$ cat src/rtl/mem_stage_lsu.sv
// rtl/mem_stage_lsu.sv - RV32 memory stage: load/store lane handling, dmem handshake, MEM/WB register
// Optional: MEM_STAGE_MISALIGN_TRAP_EN traps misaligned H/W accesses instead of issuing them.
module mem_stage_lsu #(
  parameter int XLEN     = 32,
  parameter int REG_W    = 5,
  parameter int MAX_WAIT = 15
) (
  input  logic             clk,
  input  logic             rst_n,
  input  logic             in_valid,
  output logic             in_ready,
  input  logic             MemWrite,
  input  logic             MemRead,
  input  logic [2:0]       funct3,
  input  logic [1:0]       ResultSrc,
  input  logic [XLEN-1:0]  ALUResult,
  input  logic [XLEN-1:0]  rs2_data,
  input  logic [REG_W-1:0] rd_in,
  output logic             dmem_req,
  output logic             dmem_we,
  output logic [XLEN-1:0]  dmem_addr,
  output logic [XLEN/8-1:0] dmem_be,
  output logic [XLEN-1:0]  dmem_wdata,
  input  logic             dmem_rvalid,
  input  logic [XLEN-1:0]  dmem_rdata,
  output logic             wb_valid,
  output logic [XLEN-1:0]  wb_ReadData,
  output logic [XLEN-1:0]  wb_ALUResult,
  output logic [REG_W-1:0] wb_rd,
  output logic [1:0]       wb_ResultSrc,
  output logic             mem_err
);
  localparam int NB = XLEN / 8;
  localparam int CW = $clog2(MAX_WAIT + 1);
  localparam logic [0:0] IDLE = 1'b0;
  localparam logic [0:0] WAIT = 1'b1;
  localparam logic [1:0] SZ_B = 2'd0, SZ_H = 2'd1, SZ_W = 2'd2;

  logic [0:0]       state_q, state_d;
  logic [CW-1:0]    cnt_q, cnt_d;
  logic             rd_en_q, wr_en_q;
  logic [2:0]       f3_q;
  logic [1:0]       rsrc_q;
  logic [XLEN-1:0]  alu_q, rs2_q;
  logic [REG_W-1:0] rd_q;
  logic             wb_valid_q, mem_err_q;
  logic [XLEN-1:0]  wb_rdata_q, wb_rdata_d, wb_alu_q;
  logic [REG_W-1:0] wb_rd_q;
  logic [1:0]       wb_rsrc_q;

  logic             in_idle, cur_rd, cur_wr, accept_mem, misal, trap, timeout, done, err_d;
  logic [2:0]       cur_f3;
  logic [1:0]       cur_a, sz;
  logic [XLEN-1:0]  cur_alu, cur_rs2, ext;
  logic [7:0]       rbyte;
  logic [15:0]      rhalf;
  logic             sgn;

  always_comb begin
    in_idle = (state_q == IDLE);
    // In WAIT the captured instruction drives everything so the request stays stable.
    cur_rd  = in_idle ? MemRead   : rd_en_q;
    cur_wr  = in_idle ? MemWrite  : wr_en_q;
    cur_f3  = in_idle ? funct3    : f3_q;
    cur_alu = in_idle ? ALUResult : alu_q;
    cur_rs2 = in_idle ? rs2_data  : rs2_q;
    cur_a   = cur_alu[1:0];
    case (cur_f3)
      3'b000, 3'b100: sz = SZ_B;
      3'b001, 3'b101: sz = SZ_H;
      default:        sz = SZ_W;
    endcase
`ifdef MEM_STAGE_MISALIGN_TRAP_EN
    misal = ((sz == SZ_H) && cur_a[0]) || ((sz == SZ_W) && (cur_a != 2'b00));
`else
    misal = 1'b0;
`endif
    accept_mem = in_idle && in_valid && (MemRead || MemWrite);
    trap       = accept_mem && misal;
    dmem_req   = in_idle ? (accept_mem && !misal) : 1'b1;
    dmem_we    = dmem_req && cur_wr;
    dmem_addr  = dmem_req ? {cur_alu[XLEN-1:2], 2'b00} : '0;
    dmem_be    = '0;
    dmem_wdata = '0;
    if (dmem_req) begin
      case (sz)
        SZ_B: begin
          dmem_be    = NB'(1) << cur_a;
          dmem_wdata = {NB{cur_rs2[7:0]}};
        end
        SZ_H: begin
          dmem_be    = cur_a[1] ? 4'b1100 : 4'b0011;
          dmem_wdata = {2{cur_rs2[15:0]}};
        end
        default: begin
          dmem_be    = {NB{1'b1}};
          dmem_wdata = cur_rs2;
        end
      endcase
    end

    rbyte = dmem_rdata[{cur_a, 3'b000} +: 8];
    rhalf = cur_a[1] ? dmem_rdata[31:16] : dmem_rdata[15:0];
    sgn   = !cur_f3[2];
    case (sz)
      SZ_B:    ext = {{(XLEN-8){sgn && rbyte[7]}}, rbyte};
      SZ_H:    ext = {{(XLEN-16){sgn && rhalf[15]}}, rhalf};
      default: ext = dmem_rdata;
    endcase

    timeout = !in_idle && !dmem_rvalid && (cnt_q == CW'(MAX_WAIT));
    done    = in_idle ? (in_valid && (!(MemRead || MemWrite) || trap || dmem_rvalid))
                      : (dmem_rvalid || timeout);
    err_d   = trap || timeout;
    // Both strobes set is a store; only a true load that got its data returns it.
    wb_rdata_d = (cur_rd && !cur_wr && dmem_rvalid && !err_d && (in_idle ? accept_mem : 1'b1))
                 ? ext : '0;

    state_d = state_q;
    cnt_d   = cnt_q;
    if (in_idle) begin
      if (accept_mem && !misal && !dmem_rvalid) begin
        state_d = WAIT;
        cnt_d   = CW'(1);
      end
    end else if (done) begin
      state_d = IDLE;
      cnt_d   = '0;
    end else begin
      cnt_d = cnt_q + CW'(1);
    end
  end

  always_ff @(posedge clk or negedge rst_n) begin
    if (!rst_n) begin
      state_q    <= IDLE;
      cnt_q      <= '0;
      rd_en_q    <= 1'b0;
      wr_en_q    <= 1'b0;
      f3_q       <= '0;
      rsrc_q     <= '0;
      alu_q      <= '0;
      rs2_q      <= '0;
      rd_q       <= '0;
      wb_valid_q <= 1'b0;
      mem_err_q  <= 1'b0;
      wb_rdata_q <= '0;
      wb_alu_q   <= '0;
      wb_rd_q    <= '0;
      wb_rsrc_q  <= '0;
    end else begin
      state_q    <= state_d;
      cnt_q      <= cnt_d;
      wb_valid_q <= done;
      mem_err_q  <= err_d;
      if (in_idle && in_valid) begin
        rd_en_q <= MemRead;
        wr_en_q <= MemWrite;
        f3_q    <= funct3;
        rsrc_q  <= ResultSrc;
        alu_q   <= ALUResult;
        rs2_q   <= rs2_data;
        rd_q    <= rd_in;
      end
      if (done) begin
        wb_rdata_q <= wb_rdata_d;
        wb_alu_q   <= cur_alu;
        wb_rd_q    <= in_idle ? rd_in : rd_q;
        wb_rsrc_q  <= in_idle ? ResultSrc : rsrc_q;
      end
    end
  end

  assign in_ready     = (state_q == IDLE);
  assign wb_valid     = wb_valid_q;
  assign wb_ReadData  = wb_rdata_q;
  assign wb_ALUResult = wb_alu_q;
  assign wb_rd        = wb_rd_q;
  assign wb_ResultSrc = wb_rsrc_q;
  assign mem_err      = mem_err_q;
endmodule

$ cat config.mk
export PLATFORM = sky130hd
export DESIGN_NAME = mem_stage_lsu
export DESIGN_NICKNAME = d
export VERILOG_FILES = /design/src/rtl/mem_stage_lsu.sv
export SDC_FILE = /design/constraint.sdc
export NUM_CORES = 1
export LEC_CHECK = 0
export CORE_ASPECT_RATIO = 0.6
export CORE_MARGIN = 2
export CORE_UTILIZATION = 36
export CTS_CLUSTER_DIAMETER = 200
export DETAILED_ROUTE_END_ITERATION = 8
export DONT_BUFFER_PORTS = 1
export SLEW_MARGIN = 10
export SYNTH_ARGS = -nofsm -noshare
export SYNTH_HDL_FRONTEND = slang
export SYNTH_SLANG_ARGS = --single-unit
export TNS_END_PERCENT = 30
$ cat constraint.sdc
create_clock -name clk -period 2.75 [get_ports clk]
set_input_delay 0.275 -clock clk [delete_from_list [all_inputs] [get_ports clk]]
set_output_delay 0.275 -clock clk [all_outputs]
set_load 0.02 [all_outputs]
Word level (Yosys, flattened, before mapping)
Index checks and enable logic that the tools add are counted.

Multiplexer cells: 25. Bitwise operators: 1. Reductions and logical operators: 26. Add/subtract/negate cells: 1. Shifts and indexed selects: 2. Equality and inequality tests: 5.

Operators by type and width (count): 32-bit 2-to-1 mux (5); 32-bit case mux with 2 select lines (2); 32-bit by 6-bit indexed part select with 8-bit output (1); 4-bit 2-to-1 mux (5); 16-bit 2-to-1 mux (1); 1-bit logical AND (13); 4-bit case mux with 2 select lines (1); 1-bit 2-to-1 mux (7); 3-bit equality test (second input constant) (2); 1-bit zero test (5); 5-bit 2-to-1 mux (1); 4-bit by 1-bit adder with 4-bit output (second input constant) (1); 4-bit equality test (second input constant) (1); 2-bit case mux with 2 select lines (1); 2-bit OR reduction (2); 1-bit by 2-bit left shift with 4-bit output (first input constant) (1); 3-bit by 1-bit equality test with 1-bit output (second input constant) (1); 3-bit zero test (1); 1-bit logical OR (3); 3-bit 2-to-1 mux (1); 2-bit by 1-bit equality test with 1-bit output (second input constant) (1); 2-bit zero test (1); 2-bit 2-to-1 mux (1); 2-bit nonzero test (1); 1-bit inverter (1).

Register bits after elaboration: 154. Logic and storage cells: 75. Output and inout bits: 144.

Longest topological paths before layout
Gate-level depths: netlist (run 1).

Word-level depth: 7. Mapped depth: 9. Gate-level depth less buffers: 6.

Worst setup path after synthesis (run 1)
No wires, ideal clock.

Path type: reg-to-output. Start: register state_q. End: output port dmem_wdata[31]. Path buffers: 2. Cell stages (with the launch flop): 6. Data required time: 2475 ps. Data arrival time: 2107 ps. Setup slack: 368 ps. Path through: dfrtp_1 > buf_4 > mux2i_1 > clkbuf_1 > a211oi_1 > a211oi_1.

Word-level cells in the longest chain between the ends: 7. Elaborated cells between the ends (all ways): 17. Those cells by class: eq/ne (4); mux (6); bitwise (1); reduce/logical (6).

Ends and longest elaborated chain: start, declared (RTL line 39) `logic [0:0] state_q, state_d;`; start signal, assigned (RTL line 152) `state_q <= state_d;`; 3-bit 2-to-1 mux (RTL line 64) `cur_f3 = in_idle ? funct3 : f3_q;`; 3-bit by 1-bit equality test with 1-bit output, or another cell as far along (RTL line 68) `case (cur_f3)`; 2-bit OR reduction (RTL line 68); 2-bit case mux with 2 select lines (RTL line 68); 2-bit by 1-bit equality test with 1-bit output or 2-bit zero test (tied branches) (RTL line 86) `case (sz)`; 32-bit case mux with 2 select lines (RTL line 86); 32-bit 2-to-1 mux * (RTL line 85) `if (dmem_req) begin`; end, declared (RTL line 23) `output logic [XLEN-1:0] dmem_wdata,`.

Mark *: on every way between the ends. The rest lies on a longest branch, timed or not.

Final worst setup path (run 1)
Start: register state_q. End: output port dmem_wdata[14].

The elaborated chain is that of the path after synthesis.

==> run metrics, run 1 <==
outcome=complete, but fails checks; failing checks=hold timing; #FFs+latches synth=154; Post-synth EDFFs=0; FF-to-FF path depth=6; Crit path max-delay family=buffers and inverters; hold crit path type=in2async; Syn Area/Cell=10.5 µm²; Final Cell Area=9750 µm²; Max Buffers Root-to-Sink=2; WS Path Type=reg2out; minimum clock period=2.61 ns; Die Wd=194 µm; CTS buffer count=17; Setup-failing EPs final=0; clock tree sinks=154; most common cell after layout, fill and taps aside=dfrtp_1; Slew @ Worst Pin=0.763 ns; overall routing resource usage=0.207; PortBufs=0; Reg-to-Reg End=wb_ALUResult[26]; worst reg2reg setup slack=0.35 ns; first-pass GRT wire length=~37000 µm; worst vdd ir=about 0.40 mV; Worst Clk Skew=0.00797 ns; slowest CP cell=dfrtp_4; most frequent CP cell=buf_4; initial antenna violation count=0; diodes inserted=0; sequential area share after synthesis=0.495; worst hold margin=-0.456 ns; HPWL Detailed=between 15000 and 20000 µm; Synth Flop Type=dfrtp_1; Fill cells=between 1500 and 2000; CTS tree=built; GPL Wtd Cong=0.788; clock transition at the registers of the reported paths=0.06 ns; Netlist cell types=45; largest driver fanout on the critical path=18; Cell Chain, Critical Path=buf_4 > a21oi_2 > buf_4 > nor2_1 > a211oi_1 > buf_4; gr ovfl total=0; Post-CTS Hold Fix Bufs=75; final worst slack=0.140 ns; CP arrival=roughly 2.3 ns; Max-Slew Margin vs Limit=0.490; Root Driver=clkbuf_16; worst setup path start=state_q; Die Area=22900 µm²; Design Power=7.25 mW; RSZ-0062 raised after global routing=false; Rows=41; initial DRC count=396; total leakage power=4.14 nW; I/O pins=about 260; Total Wirelength=roughly 24000 µm; vias per cell=5.42; Reg2Reg Launch Point=state_q; synthesis-to-layout area growth=25.2%; Setup TNS=0 ns; CP Capture Type=primary output; most frequent cells in the layout=153 x dfrtp_1, 94 x nor2_1, 85 x nand2_1, 81 x mux2_2, 75 x dlygate4sd3_1; WP buf/inv=3; CP Launch Type=register; Die Ht=118 µm; area of the core=approximately 21000 µm²; Antenna Nets Post-Route=0; pre-CTS setup slack=0.225 ns; Max-cap violations=0; fin crit share=0.949; WP data required=approximately 2.5 ns; synth warn=0; Final nets=around 950; Mapped Cells=744; mean routed wirelength per cell=20.9 µm; fmax=383 MHz; Starting Density=0.368; DR pass1 iterations=5; number of H-tree levels=4; largest net degree at the start of global routing=155; vias in the first global route=between 6000 and 7000; cell area after synthesis=7780 µm²; Residual DRC=0; latest clock arrival within the worst-skew pair=about 0.42 ns; slowest cell delay on critical path=around 0.58 ns; placed inst area=~8400 µm²; Vias=6112; pwr/cell area=744 nW/µm²; share of cells above drive strength 1=0.220; Post-synth ARST share=1.00; final slew viol count=0; Final Hold Viols=154
stage by stage:
stage | util | cells
after floorplan | - | 745
after global placement | 0.396 | 1019
after detailed placement | 0.396 | 1019
after CTS | 0.460 | 1127
after global routing | 0.461 | 1128
final | 0.461 | 1128
cell families after synthesis:
family / after synthesis / share of synthesized area
AO/OA/AOI/OAI: 161 / 0.145
XOR/XNOR: 1 / 0.00113
adder cells (fa/ha/maj): 1 / 0.00161
buffers and inverters: 64 / 0.0354
flip-flops: 154 / 0.495
multiplexers: 149 / 0.208
other: 1 / 0.000482
AND/OR/NAND/NOR: 213 / 0.113
worst register-to-register path: stages, from the launching register on:
cell	delay, ns
dfrtp_4	0.55
buf_4	0.46
nand2b_1	0.22
nor2b_1	0.39
or2_4	0.24
buf_12	0.24
o21ai_0	0.17
Yosys cell counts, types with 11 or more instances:
cell type,n,area (µm²)
o31ai_1,16,120
nor2b_1,11,68.8
a211oi_1,30,225
clkbuf_1,30,113
nor3_1,11,55.1
nand2_1,85,319
a21oi_1,17,85.1
o21ai_0,47,235
dfrtp_1,154,3850
mux2i_1,65,651
mux2_2,81,912
nor2_1,94,353
per-layer routing:
| metal | global-route usage | wire length, µm |
|---|---|---|
| met4 | 0.0535 | 297 |
| met5 | 0 | 0 |
| met3 | 0.0785 | 2190 |
| met1 | 0.295 | 11100 |
| met2 | 0.294 | 9980 |
how the worst max path moves through the flow:
stage	to	slack, ns	cells after the start
3_5_place_dp	wb_ReadData[18]	0.22	5
6_report	dmem_wdata[14]	0.14	6
4_1_cts	dmem_wdata[25]	0.07	6
5_1_grt	dmem_wdata[27]	0.004	5
2_1_floorplan	dmem_wdata[31]	0.37	5
3_3_place_gp	wb_ReadData[20]	0.27	5
cell type report:
cell class | instances | area (µm²) | share of cell area
sequential | 154 | 3860 | 0.396
clock inverter | 9 | 90.1 | 0.00924
inverter | 9 | 35.0 | 0.00359
clock buffer | 23 | 478 | 0.0490
tap | 279 | 349 | 0.0358
timing repair buffer | 127 | 1240 | 0.128
multi-input combinational | 527 | 3690 | 0.379
timing repair:
action,in CTS,in global routing
setup endpoints to repair,8,6
endpoints found under the hold margin,229,154
pin swaps,0,1
resized for setup,4,2
setup buffers,1,1
state kept, by name, summed over array words and instances, names as in the netlist:
name	count
state_q	1
wb_ReadData	32
wb_ALUResult	32
wr_en_q	1
f3_q	3
wb_valid	1
rd_q	5
rd_en_q	1
wb_rd	5
wb_ResultSrc	2
rs2_q	32
mem_err	1
cnt_q	4
rsrc_q	2
alu_q	32
report_power, final:
| group | internal, mW | total (mW) | switching (mW) |
|---|---|---|---|
| clock | 1.32 | 2.28 | 0.960 |
| combinational | 0.759 | 1.77 | 1.01 |
| sequential | 2.66 | 3.19 | 0.531 |
(Power assumes the default switching activity.)
==> run 2: changes to the inputs <==
- CORE_UTILIZATION: 36 -> 25
==> run metrics, run 2 (synthesis results as in run 1) <==
mean routed wirelength per cell=20.6 µm (was 20.9 µm); worst hold margin=-0.472 ns (was -0.456 ns); failing checks=hold timing (unchanged); vias per cell=4.96 (was 5.42); overall routing resource usage=0.160 (was 0.207); FF-to-FF path depth=6 (unchanged); Placed Cells=1145 (was 1019); Fill cells=3082 (was 1965); CP Launch Type=register (unchanged); CP Capture Type=primary output (unchanged); largest net degree at the start of global routing=155 (unchanged); hold crit path type=in2async (unchanged); Final Hold Viols=154 (unchanged); number of H-tree levels=4 (unchanged); initial antenna violation count=0 (unchanged); CP arrival=2.27 ns (was 2.33 ns); Setup-failing EPs final=0 (unchanged); GPL Wtd Cong=0.788 (about the same); HPWL Detailed=17600 µm (was 15600 µm); Rows=49 (was 41); pre-CTS setup slack=0.324 ns (was 0.225 ns); Die Wd=232 µm (was 194 µm); Max Buffers Root-to-Sink=2 (unchanged); Starting Density=0.257 (was 0.368); CTS tree=built (unchanged); Die Ht=141 µm (was 118 µm); synthesis-to-layout area growth=29.3% (was 25.2%); clock transition at the registers of the reported paths=0.07 ns (was 0.06 ns); latest clock arrival within the worst-skew pair=0.44 ns (was 0.42 ns); diodes inserted=0 (unchanged); Setup TNS=0 ns (unchanged); Total Wirelength=26100 µm (was 23600 µm); Residual DRC=0 (unchanged); most common cell after layout, fill and taps aside=dfrtp_1 (unchanged); largest driver fanout on the critical path=16 (was 18); Slew @ Worst Pin=0.725 ns (was 0.763 ns); gr ovfl total=0 (unchanged); CTS buffer count=17 (unchanged); Max-Slew Margin vs Limit=0.517 (was 0.490); Die Area=32600 µm² (was 22900 µm²); Root Driver=clkbuf_16 (unchanged); area of the core=30300 µm² (was 21100 µm²); worst vdd ir=0.401 mV (was 0.403 mV); worst reg2reg setup slack=0.42 ns (was 0.35 ns); WP data required=2.48 ns (about the same); RSZ-0062 raised after global routing=false (unchanged); Vias=6267 (was 6112); Reg-to-Reg End=wb_ReadData[19] (was wb_ALUResult[26]); fin crit share=0.924 (was 0.949); worst setup path start=state_q (unchanged); outcome=complete, but fails checks (unchanged); worst setup path end=dmem_wdata[27] (was dmem_wdata[14]); clock tree sinks=154 (unchanged); placed inst area=8500 µm² (was 8370 µm²); most frequent cells in the layout=153 x dfrtp_1, 94 x nor2_1, 86 x dlygate4sd3_1, 85 x nand2_1, 81 x mux2_2 (was 153 x dfrtp_1, 94 x nor2_1, 85 x nand2_1, 81 x mux2_2, 75 x dlygate4sd3_1); minimum clock period=2.54 ns (was 2.61 ns); DR pass1 iterations=4 (was 5); Reg2Reg Launch Point=state_q (unchanged); share of cells above drive strength 1=0.221 (was 0.220); Final Cell Area=10100 µm² (was 9750 µm²); I/O pins=256 (unchanged); Final nets=956 (was 949); total leakage power=4.19 nW (was 4.14 nW); first-pass GRT wire length=39400 µm (was 37300 µm); Max-cap violations=0 (unchanged); vias in the first global route=6384 (was 6179); final slew viol count=0 (unchanged); initial DRC count=490 (was 396); pwr/cell area=761 nW/µm² (was 744 nW/µm²); final worst slack=0.208 ns (was 0.140 ns); final std cells w/o fill=1264 (was 1128); WS Path Type=reg2out (unchanged); Worst Clk Skew=0.00929 ns (was 0.00797 ns); fmax=393 MHz (was 383 MHz); Antenna Nets Post-Route=0 (unchanged); PortBufs=0 (unchanged)
## run 2: how the worst min path moves through the flow
| stage | end | cells after the start |
|---|---|---|
| floorplan | alu_q[0] | 0 |
| global placement | wb_ReadData[1] | 0 |
| detailed placement | wb_ReadData[1] | 0 |
| CTS | wb_ReadData[30] | 0 |
| global route | mem_err | 0 |
| finish | mem_err | 0 |
## run 2: report_power, final
group	switching, mW	leakage, nW	internal [mW]
Combinational	1.04	2.00	0.753
Sequential	0.540	1.89	2.66
Clock	1.05	0.307	1.62
Total	2.62	4.19	5.03
## run 2: layer usage
layer  vias up  wire (µm)  track usage  share of wire
li1       2831          -            -              -
met1      3170      12000        0.219           0.46
met2       245      11500        0.237           0.44
met3        21       2280       0.0609          0.087
met4         0        335       0.0435          0.013
met5         -          0            0              0
## run 2: critical path: stages (launching register included)
cell and delay [ns]:
dfrtp_4 0.55, mux2i_2 0.36, buf_4 0.28, a211oi_1 0.10
nor3_1 0.33, buf_4 0.21
## run 2: area by class of cell
| class | instances | area, µm² | share of cell area |
|---|---|---|---|
| flip-flops and latches | 154 | 3860 | 0.383 |
| multi-input cells | 527 | 3710 | 0.369 |
| repair buffers | 134 | 1300 | 0.129 |
| well taps | 408 | 510 | 0.0507 |
| clock buffers | 18 | 429 | 0.0426 |
| clock inverters | 14 | 221 | 0.0220 |
| inverters | 9 | 35.0 | 0.00348 |
## run 2: through the flow
stage / power [mW] / hold slack, ns / utilization
4_1_cts: 7.74 / -0.508 / 0.331
2_1_floorplan: 4.36 / -0.0206 / -
3_3_place_gp: 4.86 / -0.0130 / 0.281
5_1_grt: 8.05 / -0.510 / 0.332
3_5_place_dp: 4.92 / -0.0129 / 0.281
6_report: 7.65 / -0.472 / 0.332
## run 2: what timing repair did
| action | CTS | global route |
|---|---|---|
| endpoints found under the hold margin | 239 | 155 |
| setup buffers | 0 | 1 |
| gates resized for setup | 5 | 4 |
| endpoints found under the setup margin | 29 | 15 |
| hold buffers | 85 | 1 |
